--- config.mk ---
export PLATFORM = sky130hd
export DESIGN_NAME = snoop_responder
export DESIGN_NICKNAME = d
export VERILOG_FILES = /design/src/rtl/snoop_responder.sv
export SDC_FILE = /design/constraint.sdc
export NUM_CORES = 1
export LEC_CHECK = 0
export ABC_CLOCK_PERIOD_IN_PS = 2100
export CAP_MARGIN = 20
export CORE_AREA = 2 2 55 57
export DETAILED_ROUTE_END_ITERATION = 10
export DIE_AREA = 0 0 57 59
export GPL_ROUTABILITY_DRIVEN = 0
export GPL_TIMING_DRIVEN = 0
export PLACE_DENSITY_LB_ADDON = 0.08
export REMOVE_ABC_BUFFERS = 1
export SYNTH_ARGS = -nofsm -noshare
export SYNTH_HDL_FRONTEND = slang
export SYNTH_SLANG_ARGS = --single-unit
--- constraint.sdc ---
create_clock -name clock -period 2.1 [get_ports clock]
set_clock_uncertainty 0.1 [all_clocks]
set_input_delay 0.21 -clock clock [delete_from_list [all_inputs] [get_ports clock]]
set_output_delay 0.21 -clock clock [all_outputs]
set_load 0.1 [all_outputs]
--- src/rtl/snoop_responder.sv ---
// snoop_responder: snoop side of one MSI cache controller.
// Watches bus transactions issued by the other processors, looks up the
// addressed line, invalidates or downgrades it, and for Modified hits
// supplies the dirty block on the data bus while aborting the memory reply.
// Optional build macro SNOOP_STATS_EN adds saturating hit/flush counters.
module snoop_responder #(
  parameter logic [1:0] CPU_ID = 2'd0,
  parameter int         ADDR_W = 5,
  parameter int         DATA_W = 8
) (
  input  logic              clock,
  input  logic              reset,
  input  logic              snoop_valid,
  output logic              snoop_ready,
  input  logic [1:0]        snoop_src,
  input  logic [1:0]        snoop_cmd,
  input  logic [ADDR_W-1:0] snoop_addr,
  input  logic [1:0]        snoop_block,
  output logic [1:0]        line_idx,
  input  logic [1:0]        line_state,
  input  logic [ADDR_W-1:0] line_tag,
  input  logic [DATA_W-1:0] line_data,
  output logic              state_we,
  output logic [1:0]        state_wdata,
  output logic              flush_valid,
  output logic [ADDR_W-1:0] flush_addr,
  output logic [DATA_W-1:0] flush_data,
  input  logic              flush_ack,
  output logic              abort_mem,
`ifdef SNOOP_STATS_EN
  output logic [15:0]       hit_cnt,
  output logic [15:0]       flush_cnt,
`endif
  output logic              proto_err
);

  localparam logic [1:0] CMD_NONE  = 2'd0;
  localparam logic [1:0] CMD_RD    = 2'd1;
  localparam logic [1:0] CMD_INV   = 2'd3;

  localparam logic [1:0] LINE_I = 2'd0;
  localparam logic [1:0] LINE_S = 2'd1;
  localparam logic [1:0] LINE_M = 2'd2;

  typedef enum logic [1:0] {
    IDLE   = 2'd0,
    LOOKUP = 2'd1,
    FLUSH  = 2'd2,
    UPDATE = 2'd3
  } state_t;

  state_t r_state;
  state_t w_nextState;

  logic [1:0]        r_cmd;
  logic [ADDR_W-1:0] r_addr;
  logic [1:0]        r_block;
  logic [DATA_W-1:0] r_flushData;
  logic [1:0]        r_newState;
  logic              r_protoErr;

  logic w_accept;
  logic w_hit;
  logic w_hitM;

  // A transaction is only worth looking up if another CPU issued a real command
  assign w_accept = snoop_valid && (r_state == IDLE) &&
                    (snoop_src != CPU_ID) && (snoop_cmd != CMD_NONE);

  // Encoding 3 of line_state counts as Invalid, so only S and M can hit
  assign w_hit  = ((line_state == LINE_S) || (line_state == LINE_M)) &&
                  (line_tag == r_addr);
  assign w_hitM = w_hit && (line_state == LINE_M);

  // State register; async reset abandons any flush or pending write at once
  always_ff @(posedge clock or posedge reset) begin
    if (reset) begin
      r_state <= IDLE;
    end else begin
      r_state <= w_nextState;
    end
  end

  // Next-state logic
  always_comb begin
    w_nextState = r_state;
    case (r_state)
      IDLE: begin
        if (w_accept) begin
          w_nextState = LOOKUP;
        end
      end
      LOOKUP: begin
        if (!w_hit) begin
          w_nextState = IDLE;
        end else if (w_hitM) begin
          w_nextState = (r_cmd == CMD_INV) ? UPDATE : FLUSH;
        end else begin
          w_nextState = (r_cmd == CMD_RD) ? IDLE : UPDATE;
        end
      end
      FLUSH: begin
        if (flush_ack) begin
          w_nextState = UPDATE;
        end
      end
      UPDATE: begin
        w_nextState = IDLE;
      end
      default: w_nextState = IDLE;
    endcase
  end

  // Transaction capture, flush data latch, target line state and sticky error
  always_ff @(posedge clock or posedge reset) begin
    if (reset) begin
      r_cmd       <= CMD_NONE;
      r_addr      <= '0;
      r_block     <= 2'd0;
      r_flushData <= '0;
      r_newState  <= LINE_I;
      r_protoErr  <= 1'b0;
    end else begin
      if (w_accept) begin
        r_cmd   <= snoop_cmd;
        r_addr  <= snoop_addr;
        r_block <= snoop_block;
      end
      if ((r_state == LOOKUP) && w_hit) begin
        if (w_hitM && (r_cmd != CMD_INV)) begin
          r_flushData <= line_data;
          r_newState  <= (r_cmd == CMD_RD) ? LINE_S : LINE_I;
        end else begin
          r_newState <= LINE_I;
        end
        if (w_hitM && (r_cmd == CMD_INV)) begin
          r_protoErr <= 1'b1;
        end
      end
    end
  end

  // Outputs decoded from the current state and the latched transaction
  always_comb begin
    snoop_ready = (r_state == IDLE);
    line_idx    = r_block;
    state_we    = (r_state == UPDATE);
    state_wdata = (r_state == UPDATE) ? r_newState : LINE_I;
    flush_valid = (r_state == FLUSH);
    abort_mem   = (r_state == FLUSH);
    flush_addr  = (r_state == FLUSH) ? r_addr : '0;
    flush_data  = (r_state == FLUSH) ? r_flushData : '0;
    proto_err   = r_protoErr;
  end

`ifdef SNOOP_STATS_EN
  logic [15:0] r_hitCnt;
  logic [15:0] r_flushCnt;

  // Saturating counters of lookup hits and accepted flushes
  always_ff @(posedge clock or posedge reset) begin
    if (reset) begin
      r_hitCnt   <= 16'd0;
      r_flushCnt <= 16'd0;
    end else begin
      if ((r_state == LOOKUP) && w_hit && (r_hitCnt != 16'hFFFF)) begin
        r_hitCnt <= r_hitCnt + 16'd1;
      end
      if ((r_state == FLUSH) && flush_ack && (r_flushCnt != 16'hFFFF)) begin
        r_flushCnt <= r_flushCnt + 16'd1;
      end
    end
  end

  assign hit_cnt   = r_hitCnt;
  assign flush_cnt = r_flushCnt;
`endif

endmodule

Word level (Yosys, flattened, before mapping)

Cells that the tools add are included.

Bits in registers: 22
Bits in latches: 0
Memory bits (writable): 0
Bits in read-only memories: 0
Output and inout bits: 22
Memories kept: 0

Add/subtract/negate cells: 0
$mul: 0
Divide/modulo/power cells: 0
Magnitude comparators: 0
Eq/ne operators: 11
Shifts and indexed selects: 0
Mux-type cells: 12
Bitwise operators: 0
Reductions and logical operators: 15

Operator list:

| kind                                                                  | number |
|---|---|
| 2-bit two-way mux                                                     | 6 |
| 2-bit equality test, second input constant                            | 4 |
| 1-bit logical AND                                                     | 8 |
| 8-bit two-way mux                                                     | 1 |
| 2-bit case mux with 4 select lines                                    | 1 |
| 2-bit by 1-bit equality test with 1-bit output, second input constant | 3 |
| 2-bit AND reduction                                                   | 3 |
| 5-bit equality test                                                   | 1 |
| 5-bit two-way mux                                                     | 1 |
| 2-bit != test, second input constant                                  | 2 |
| 2-bit nonzero test                                                    | 2 |
| 1-bit two-way mux                                                     | 3 |
| 2-bit logical NOT                                                     | 1 |
| 2-bit by 1-bit != test with 1-bit output, second input constant       | 1 |
| 1-bit logical OR                                                      | 1 |

Depth between registers and ports, before layout

Gate-level depths: netlist (run 1).

Word-level depth: 7
Gate-level depth with buffers: 6
Mapped depth without buffers: 6

Least setup slack after synthesis (run 1)

No wires, ideal clock.

Path kind: reg-to-output
Start point: register r_state[0]
End point: output flush_addr[1]
Arrival time: 2.617 ns
Setup slack: -0.827 ns
Cell stages (with the launch flop): 5
Path buffers: 2
Cells stage by stage: dfrtp_1 > clkbuf_1 > nor2b_1 > clkbuf_1 > and2_1

Longest elaborated chain between the ends: 2

Ends and longest elaborated chain:

| element                | line | source |
|---|---|---|
| start, declared        | 52   | `state_t r_state;` |
| start signal, assigned | 80   | `r_state <= w_nextState;` |
| 2-bit equality test    | --   |  |
| named net abort_mem    | 29   | `output logic abort_mem,` |
| 5-bit two-way mux      | 151  | `flush_addr = (r_state == FLUSH) ? r_addr : '0;` |
| end, declared          | 26   | `output logic [ADDR_W-1:0] flush_addr,` |

The timed path passes the listed nets, and every way through them passes these cells.

Worst setup path after layout (run 1)

Start point: input line_state[0]
End point: register r_flushData[2]

Longest elaborated chain between the ends: 6
Elaborated cells on any way between the ends: 8
Those cells by class: eq/ne: 2; reduce/logical: 6

Ends and longest elaborated chain:

| element                                                                               | line   | source |
|---|---|---|
| start, declared                                                                       | 20     | `input logic [1:0] line_state,` |
| 2-bit by 1-bit equality test with 1-bit output or 2-bit equality test (tied branches) | 71, 73 |  |
| 1-bit logical OR                                                                      | 71     | `assign w_hit = ((line_state == LINE_S) \|\| (line_state == LINE_M)) &&` |
| 1-bit logical AND                                                                     | 71     |  |
| 1-bit logical AND                                                                     | 73     | `assign w_hitM = w_hit && (line_state == LINE_M);` |
| 1-bit logical AND                                                                     | 130    | `if (w_hitM && (r_cmd != CMD_INV)) begin` |
| 2-bit AND reduction (no source line) (*)                                              | --     |  |
| end signal, assigned                                                                  | 131    | `r_flushData <= line_data;` |
| end, declared                                                                         | 58     | `logic [DATA_W-1:0] r_flushData;` |

Mark *: on every way between the ends. The rest lies on a longest branch, timed or not.
A chain may end at the register's enable or synchronous reset.

==> results.py, run 1 <==
metrics = {
    "place": {
        "dp_hpwl_mm": 1.76,
        "dp.cells": 166,
        "port-buffer-count": 50,
    },
    "final_layout": {
        "layout-drive-gt1-share": 0.329,
        "diodes": 0,
        "layout_common_cells": "29 x clkdlybuf4s50_1, 21 x dfrtp_1, 17 x mux2_2, 16 x clkbuf_4, 13 x and2_1",
        "area_growth_pct": 47.8,
        "nNetsFinal": 172,
        "instances_no_fill": 171,
        "layout_commonest_cell": "clkdlybuf4s50_1",
        "final_util": 0.584,
    },
    "yosys": {
        "synth-edff-count": 0,
        "synth.area.top_cells": "dfrtp_1 49%, mux2_2 18%, and2_1 7.6%, xnor2_1 4.1%, nor4b_4 2.2%",
        "yosys.area.top_type": "dfrtp_1",
        "async_flop_share": 1.00,
        "syn_inst": 90,
        "synth.yosys.seq_area_share": 0.491,
        "synth_top_area_share": 0.491,
        "yosysWarnings": 0,
        "synth_ff_type": "dfrtp_1",
        "syn_area_sq_um": 1070,
        "synth_seq_cells": 21,
        "avgSynthCellArea_sq_um": 11.9,
        "netlist-cell-type-count": 26,
    },
    "job": {
        "maxCapViolations": 0,
    },
    "power_and_ir_drop": {
        "p_sw_w": 0.000410,
        "powerDensity_nw_per_um2": 698,
        "clockPowerShare": 0.168,
        "comb_power_share": 0.366,
        "seq_power_share": 0.466,
        "p_int_w": 0.000694,
        "p_leak_nw": 0.736,
        "vdd_drop_max_mv": 0.647,
        "swShare": 0.372,
    },
    "critical_path": {
        "r2r_setup_slack_ns": 0.29,
        "cp_slowest_cell": "clkdlybuf4s50_1",
        "cp-end-kind": "register",
        "crit_chain": "clkdlybuf4s50_1 > inv_1 > ha_1 > nor2_1 > nand4_2 > nor4b_4 > buf_4 > mux2_2",
        "cp.arrival_ns": 2.08,
        "timing.rr.start": "r_addr[0]$_DFFE_PP0P_",
        "critPathMaxFanout": 8,
        "path_buf_inv": 3,
        "critPathTopFamily": "buffers and inverters",
        "r2r_end": "r_flushData[2]$_DFFE_PP0P_",
        "start_kind": "input port",
        "crit_type": "input port to register",
        "cp.required_ns": 2.19,
        "cp_slowest_stage_delay_ns": 0.45,
        "r2r_cells": 5,
    },
    "routing": {
        "viasPerCell": 4.85,
        "wirelength_mm": 2.25,
        "wl_met1_microns": 915,
        "dr.first_iter.drc_count": 11,
        "highest_layer": "met4",
        "drc": 0,
        "vias": 829,
        "wl_per_cell_microns": 13.2,
        "wl_met3_microns": 161,
        "antenna_left": 0,
        "met2WireLength_mm": 1.16,
        "first_pass_iters": 3,
    },
    "floorplanning": {
        "pin_count": 52,
        "dieArea_sq_um": 3360,
        "die_h_microns": 59,
        "start_util": 0.395,
        "core.rowCount": 19,
        "die_w_microns": 57,
        "coreArea_sq_um": 2710,
    },
    "cts": {
        "path_clk_slew_ns": 0.11,
        "root_buffer": "clkbuf_4",
        "tritoncts": "yes",
        "clkLatencyLatePin_ns": 0.29,
        "h-tree-depth": 1,
        "cts_sinks": 21,
        "clk_path_buf_depth": 2,
        "cts_inserted_buffers": 3,
    },
    "timing": {
        "maxSlewHeadroom": 0.365,
        "worst_pin_slew_ns": 0.956,
        "rsz0062_at_grt": "no",
        "setup_violations": 0,
        "post-route-min-period_ns": 1.99,
        "fin_crit_sh": 0.946,
        "max_freq_mhz": 503,
        "slew_viol_final": 0,
        "hold_violations": 0,
        "tns_ns": 0,
    },
    "grt": {
        "first_global_vias": 859,
        "grt_pass1_wl_mm": 3.86,
        "grtUsageTotal": 0.148,
        "grt_max_degree": 22,
        "antenna_found_initial": 0,
        "grt-ovfl-total": 0,
    },
    "worst_hold_path": {
        "hold_path.class": "input port to asynchronous set/reset pin",
    },
    "outcome": {
        "status": "finished clean",
    },
}
[cell usage after synthesis, types with 2 or more instances]
cell      number
nor2b_1        3
clkbuf_1       2
and2_1        13
xnor2_1        5
and3_1         2
nand2_1        3
nor2_1         3
buf_4          2
inv_1          4
mux2_2        17
dfrtp_1       21
[flip-flops by register name, indices dropped and copies added (netlist names), named ones only]
name and count:
proto_err 1, line_idx 2, r_cmd 2, r_flushData 8
r_newState 1, r_state 1, r_addr 5
[power by group through the flow]
stage / clock (W) / sequential, W / combinational, W
2_1_floorplan: 0 / 0.000586 / 0.000224
3_3_place_gp: 0 / 0.000517 / 0.000413
3_5_place_dp: 0 / 0.000522 / 0.000420
6_report: 0.000186 / 0.000515 / 0.000404
5_1_grt: 0.000216 / 0.000525 / 0.000429
4_1_cts: 0.000204 / 0.000515 / 0.000410
[worst max-delay path by stage]
stage                                 from                         end  slack [ns]  cells after the start
floorplan           r_state[0]$_DFFE_PP0P_               flush_addr[1]       -2.58                      2
detailed placement  r_state[0]$_DFFE_PP0P_               flush_addr[0]       -0.87                      3
global route        r_state[0]$_DFFE_PP0P_               flush_addr[2]        0.03                      3
global placement    r_state[0]$_DFFE_PP0P_               flush_addr[0]       -0.85                      3
finish                       line_state[0]  r_flushData[2]$_DFFE_PP0P_        0.11                      8
CTS                 r_state[0]$_DFFE_PP0P_               flush_addr[0]        0.02                      3
[repair_timing]
action / 4_1_cts / 5_1_grt
hold buffers: 0 / 0
resized for setup: 85 / 17
buffers inserted: 1 / 0
setup endpoints to repair: 29 / 15
endpoints found under the hold margin: 0 / 0
pin swaps: 1 / 0
[per-stage QoR]
stage                     cell area, sq um  hold slack (ns)  total power [W]  setup slack, ns
final                                 1580            0.247          0.00110            0.113
after global routing                  1580            0.303          0.00117           0.0289
after CTS                             1560            0.269          0.00113           0.0168
after detailed placement              1580            0.361         0.000942           -0.866
after global placement                1580            0.364         0.000930           -0.848
after floorplan                       1040           0.0865         0.000810            -2.58
[metal layers]
| layer | up-vias | global-route usage |
|---|---|---|
| li1 | 403 | - |
| met1 | 394 | 0.168 |
| met2 | 30 | 0.264 |
| met3 | 2 | 0.0371 |
| met4 | 0 | 0.0664 |
| met5 | - | 0 |
[kinds of logic (layout without fill, tap and decap cells)]
| family | count (synthesis) | in the layout | share of synthesized area |
|---|---|---|---|
| compound gates | 7 | 7 | 0.0561 |
| xor+xnor | 5 | 5 | 0.0409 |
| fa+ha+maj | 1 | 1 | 0.0117 |
| buf+inv | 9 | 59 | 0.0398 |
| flops | 21 | 21 | 0.491 |
| mux | 17 | 17 | 0.179 |
| other cells | 1 | 1 | 0.00351 |
| simple gates | 29 | 29 | 0.178 |
[area by class of cell]
type | count | area, sq um
timing repair buffer | 51 | 465
sequential | 21 | 526
inverter | 4 | 15.0
multi-input combinational | 60 | 509
clock inverter | 1 | 5.00
clock buffer | 3 | 22.5
tap | 31 | 38.8
fill | 268 | 1130
Power figures use the tool's default switching activity.
==> inputs of run 2 (changes only) <==
==> config.mk (replaced) <==
export PLATFORM = sky130hd
export DESIGN_NAME = snoop_responder
export DESIGN_NICKNAME = d
export VERILOG_FILES = /design/src/rtl/snoop_responder.sv
export SDC_FILE = /design/constraint.sdc
export NUM_CORES = 1
export LEC_CHECK = 0
export CAP_MARGIN = 20
export CELL_PAD_IN_SITES_DETAIL_PLACEMENT = 2
export CELL_PAD_IN_SITES_GLOBAL_PLACEMENT = 2
export CORE_AREA = 2 2 70 72
export DETAILED_ROUTE_END_ITERATION = 10
export DIE_AREA = 0 0 72 74
export GPL_ROUTABILITY_DRIVEN = 0
export GPL_TIMING_DRIVEN = 0
export PLACE_DENSITY_LB_ADDON = 0.1
export REMOVE_ABC_BUFFERS = 1
export SYNTH_ARGS = -nofsm -noshare
export SYNTH_HDL_FRONTEND = slang
export SYNTH_SLANG_ARGS = --single-unit
==> run 2 against run 1 <==
  * Critical path depth decreased by 7
  * Core utilization decreased by 23 points
  * Sequential power about the same
  * Critical path type is now register to output port
==> results.py, run 2 (synthesized netlist as in run 1, its figures left out) <==
metrics = {
    "outcome": {
        "status": "finished clean",
    },
    "grt": {
        "grtUsageTotal": 0.116,
        "grt_max_degree": 22,
        "grt-ovfl-total": 0,
        "first_global_vias": 944,
        "antenna_found_initial": 0,
        "grt_pass1_wl_mm": 4.64,
    },
    "timing": {
        "fin_ws_ns": 0.0420,
        "maxSlewHeadroom": 0.341,
        "slew_viol_final": 0,
        "tns_ns": 0,
        "max_freq_mhz": 486,
        "fin_crit_sh": 0.980,
        "worst_pin_slew_ns": 0.987,
        "post-route-min-period_ns": 2.06,
        "setup_violations": 0,
        "rsz0062_at_grt": "no",
        "hold_violations": 0,
    },
    "critical_path": {
        "critPathTopFamily": "buffers and inverters",
        "crit_type": "register to output port",
        "critPathMaxFanout": 2,
        "worst-path-stages": 1,
        "cp-end-kind": "output port",
        "crit_chain": "clkdlybuf4s50_1",
        "r2r_end": "r_flushData[2]$_DFFE_PP0P_",
        "cp_slowest_stage_delay_ns": 1.13,
        "cp.required_ns": 1.79,
        "cp.arrival_ns": 1.75,
        "start_kind": "register",
        "r2r_cells": 5,
        "cp_slowest_cell": "clkdlybuf4s50_1",
        "path_buf_inv": 1,
        "timing.rr.start": "r_addr[0]$_DFFE_PP0P_",
        "r2r_setup_slack_ns": 0.23,
    },
    "cts": {
        "tritoncts": "yes",
        "cts_sinks": 21,
        "root_buffer": "clkbuf_8",
        "cts_inserted_buffers": 3,
        "path_clk_slew_ns": 0.08,
        "clkLatencyLatePin_ns": 0.26,
        "clk_path_buf_depth": 2,
        "h-tree-depth": 1,
    },
    "place": {
        "pre_cts_slack_ns": -0.925,
        "port-buffer-count": 50,
        "dp_hpwl_mm": 2.27,
        "dp.cells": 189,
    },
    "routing": {
        "drc": 0,
        "vias": 854,
        "dr.first_iter.drc_count": 5,
        "wirelength_mm": 2.96,
        "viasPerCell": 4.38,
        "wl_per_cell_microns": 15.2,
        "antenna_left": 0,
        "first_pass_iters": 3,
    },
    "floorplanning": {
        "die_w_microns": 72,
        "die_h_microns": 74,
        "start_util": 0.233,
        "core.rowCount": 25,
        "dieArea_sq_um": 5330,
        "coreArea_sq_um": 4600,
        "pin_count": 52,
    },
    "final_layout": {
        "final_util": 0.358,
        "diodes": 0,
        "nNetsFinal": 173,
        "reg_top3": "r_flushData (8), r_addr (5)",
        "layout_common_cells": "30 x clkdlybuf4s50_1, 21 x dfrtp_1, 17 x mux2_2, 13 x and2_1, 13 x clkbuf_4",
        "largest_reg_flops": 8,
        "layout_commonest_cell": "clkdlybuf4s50_1",
        "layout-drive-gt1-share": 0.326,
        "largest_register": "r_flushData",
        "area_growth_pct": 53.7,
        "n_fill_cell": 499,
        "instances_no_fill": 195,
    },
    "worst_hold_path": {
        "hold_path.class": "input port to asynchronous set/reset pin",
    },
    "power_and_ir_drop": {
        "vdd_drop_max_mv": 0.251,
        "powerDensity_nw_per_um2": 733,
        "p_leak_nw": 0.746,
    },
    "job": {
        "maxCapViolations": 0,
    },
}
run 2: cell types whose count changed in the layout (fill, tap and decap cells not counted):
cell,delta
dlymetal6s2s_1,+1
clkbuf_4,-3
clkdlybuf4s50_1,+1
clkinv_2,-1
clkbuf_1,+1
dlygate4sd2_1,-2
buf_6,+1
clkbuf_8,+3
run 2: worst max-delay path by stage:
stage / from / endpoint
after global routing: line_idx[1]$_DFFE_PP0P_ / line_idx[1]
after global placement: r_state[0]$_DFFE_PP0P_ / flush_addr[0]
after detailed placement: r_state[0]$_DFFE_PP0P_ / flush_addr[0]
after floorplan: r_state[0]$_DFFE_PP0P_ / flush_addr[1]
final: line_idx[1]$_DFFE_PP0P_ / line_idx[1]
after CTS: proto_err$_DFFE_PP0P_ / proto_err
run 2: routing by layer:
metal | wire length, microns | track usage | share of wire
met1 | 1150 | 0.129 | 0.39
met2 | 1550 | 0.216 | 0.53
met3 | 211 | 0.0325 | 0.071
met4 | 39 | 0.0377 | 0.013
met5 | 0 | 0 | 0
run 2: power breakdown:
| part | internal (W) | total [W] | leakage [nW] | switching, W |
|---|---|---|---|---|
| clock | 0.000135 | 0.000269 | 0.0228 | 0.000134 |
| sequential | 0.000465 | 0.000516 | 0.266 | 0.0000511 |
| combinational | 0.000165 | 0.000420 | 0.457 | 0.000255 |
run 2: cell type report:
type | count | area (sq um) | share of cell area
well taps | 54 | 67.6 | 0.0411
inverters | 4 | 15.0 | 0.00913
flip-flops and latches | 21 | 526 | 0.320
multi-input cells | 60 | 509 | 0.310
repair buffers | 52 | 482 | 0.293
clock buffers | 4 | 45.0 | 0.0274
run 2: metrics by stage:
stage          instance area [sq um]  hold WS [ns]  total power (W)
4_1_cts                         1610         0.358          0.00122
2_1_floorplan                   1040        0.0865         0.000810
6_report                        1640         0.313          0.00120
5_1_grt                         1640         0.377          0.00128
3_3_place_gp                    1610         0.350         0.000941
3_5_place_dp                    1610         0.366         0.000952
run 2: repair_timing:
item,4_1_cts,5_1_grt
pin swaps,1,0
gates resized for setup,83,19
hold buffers,0,0
endpoints found under the setup margin,27,24
buffers inserted,1,1
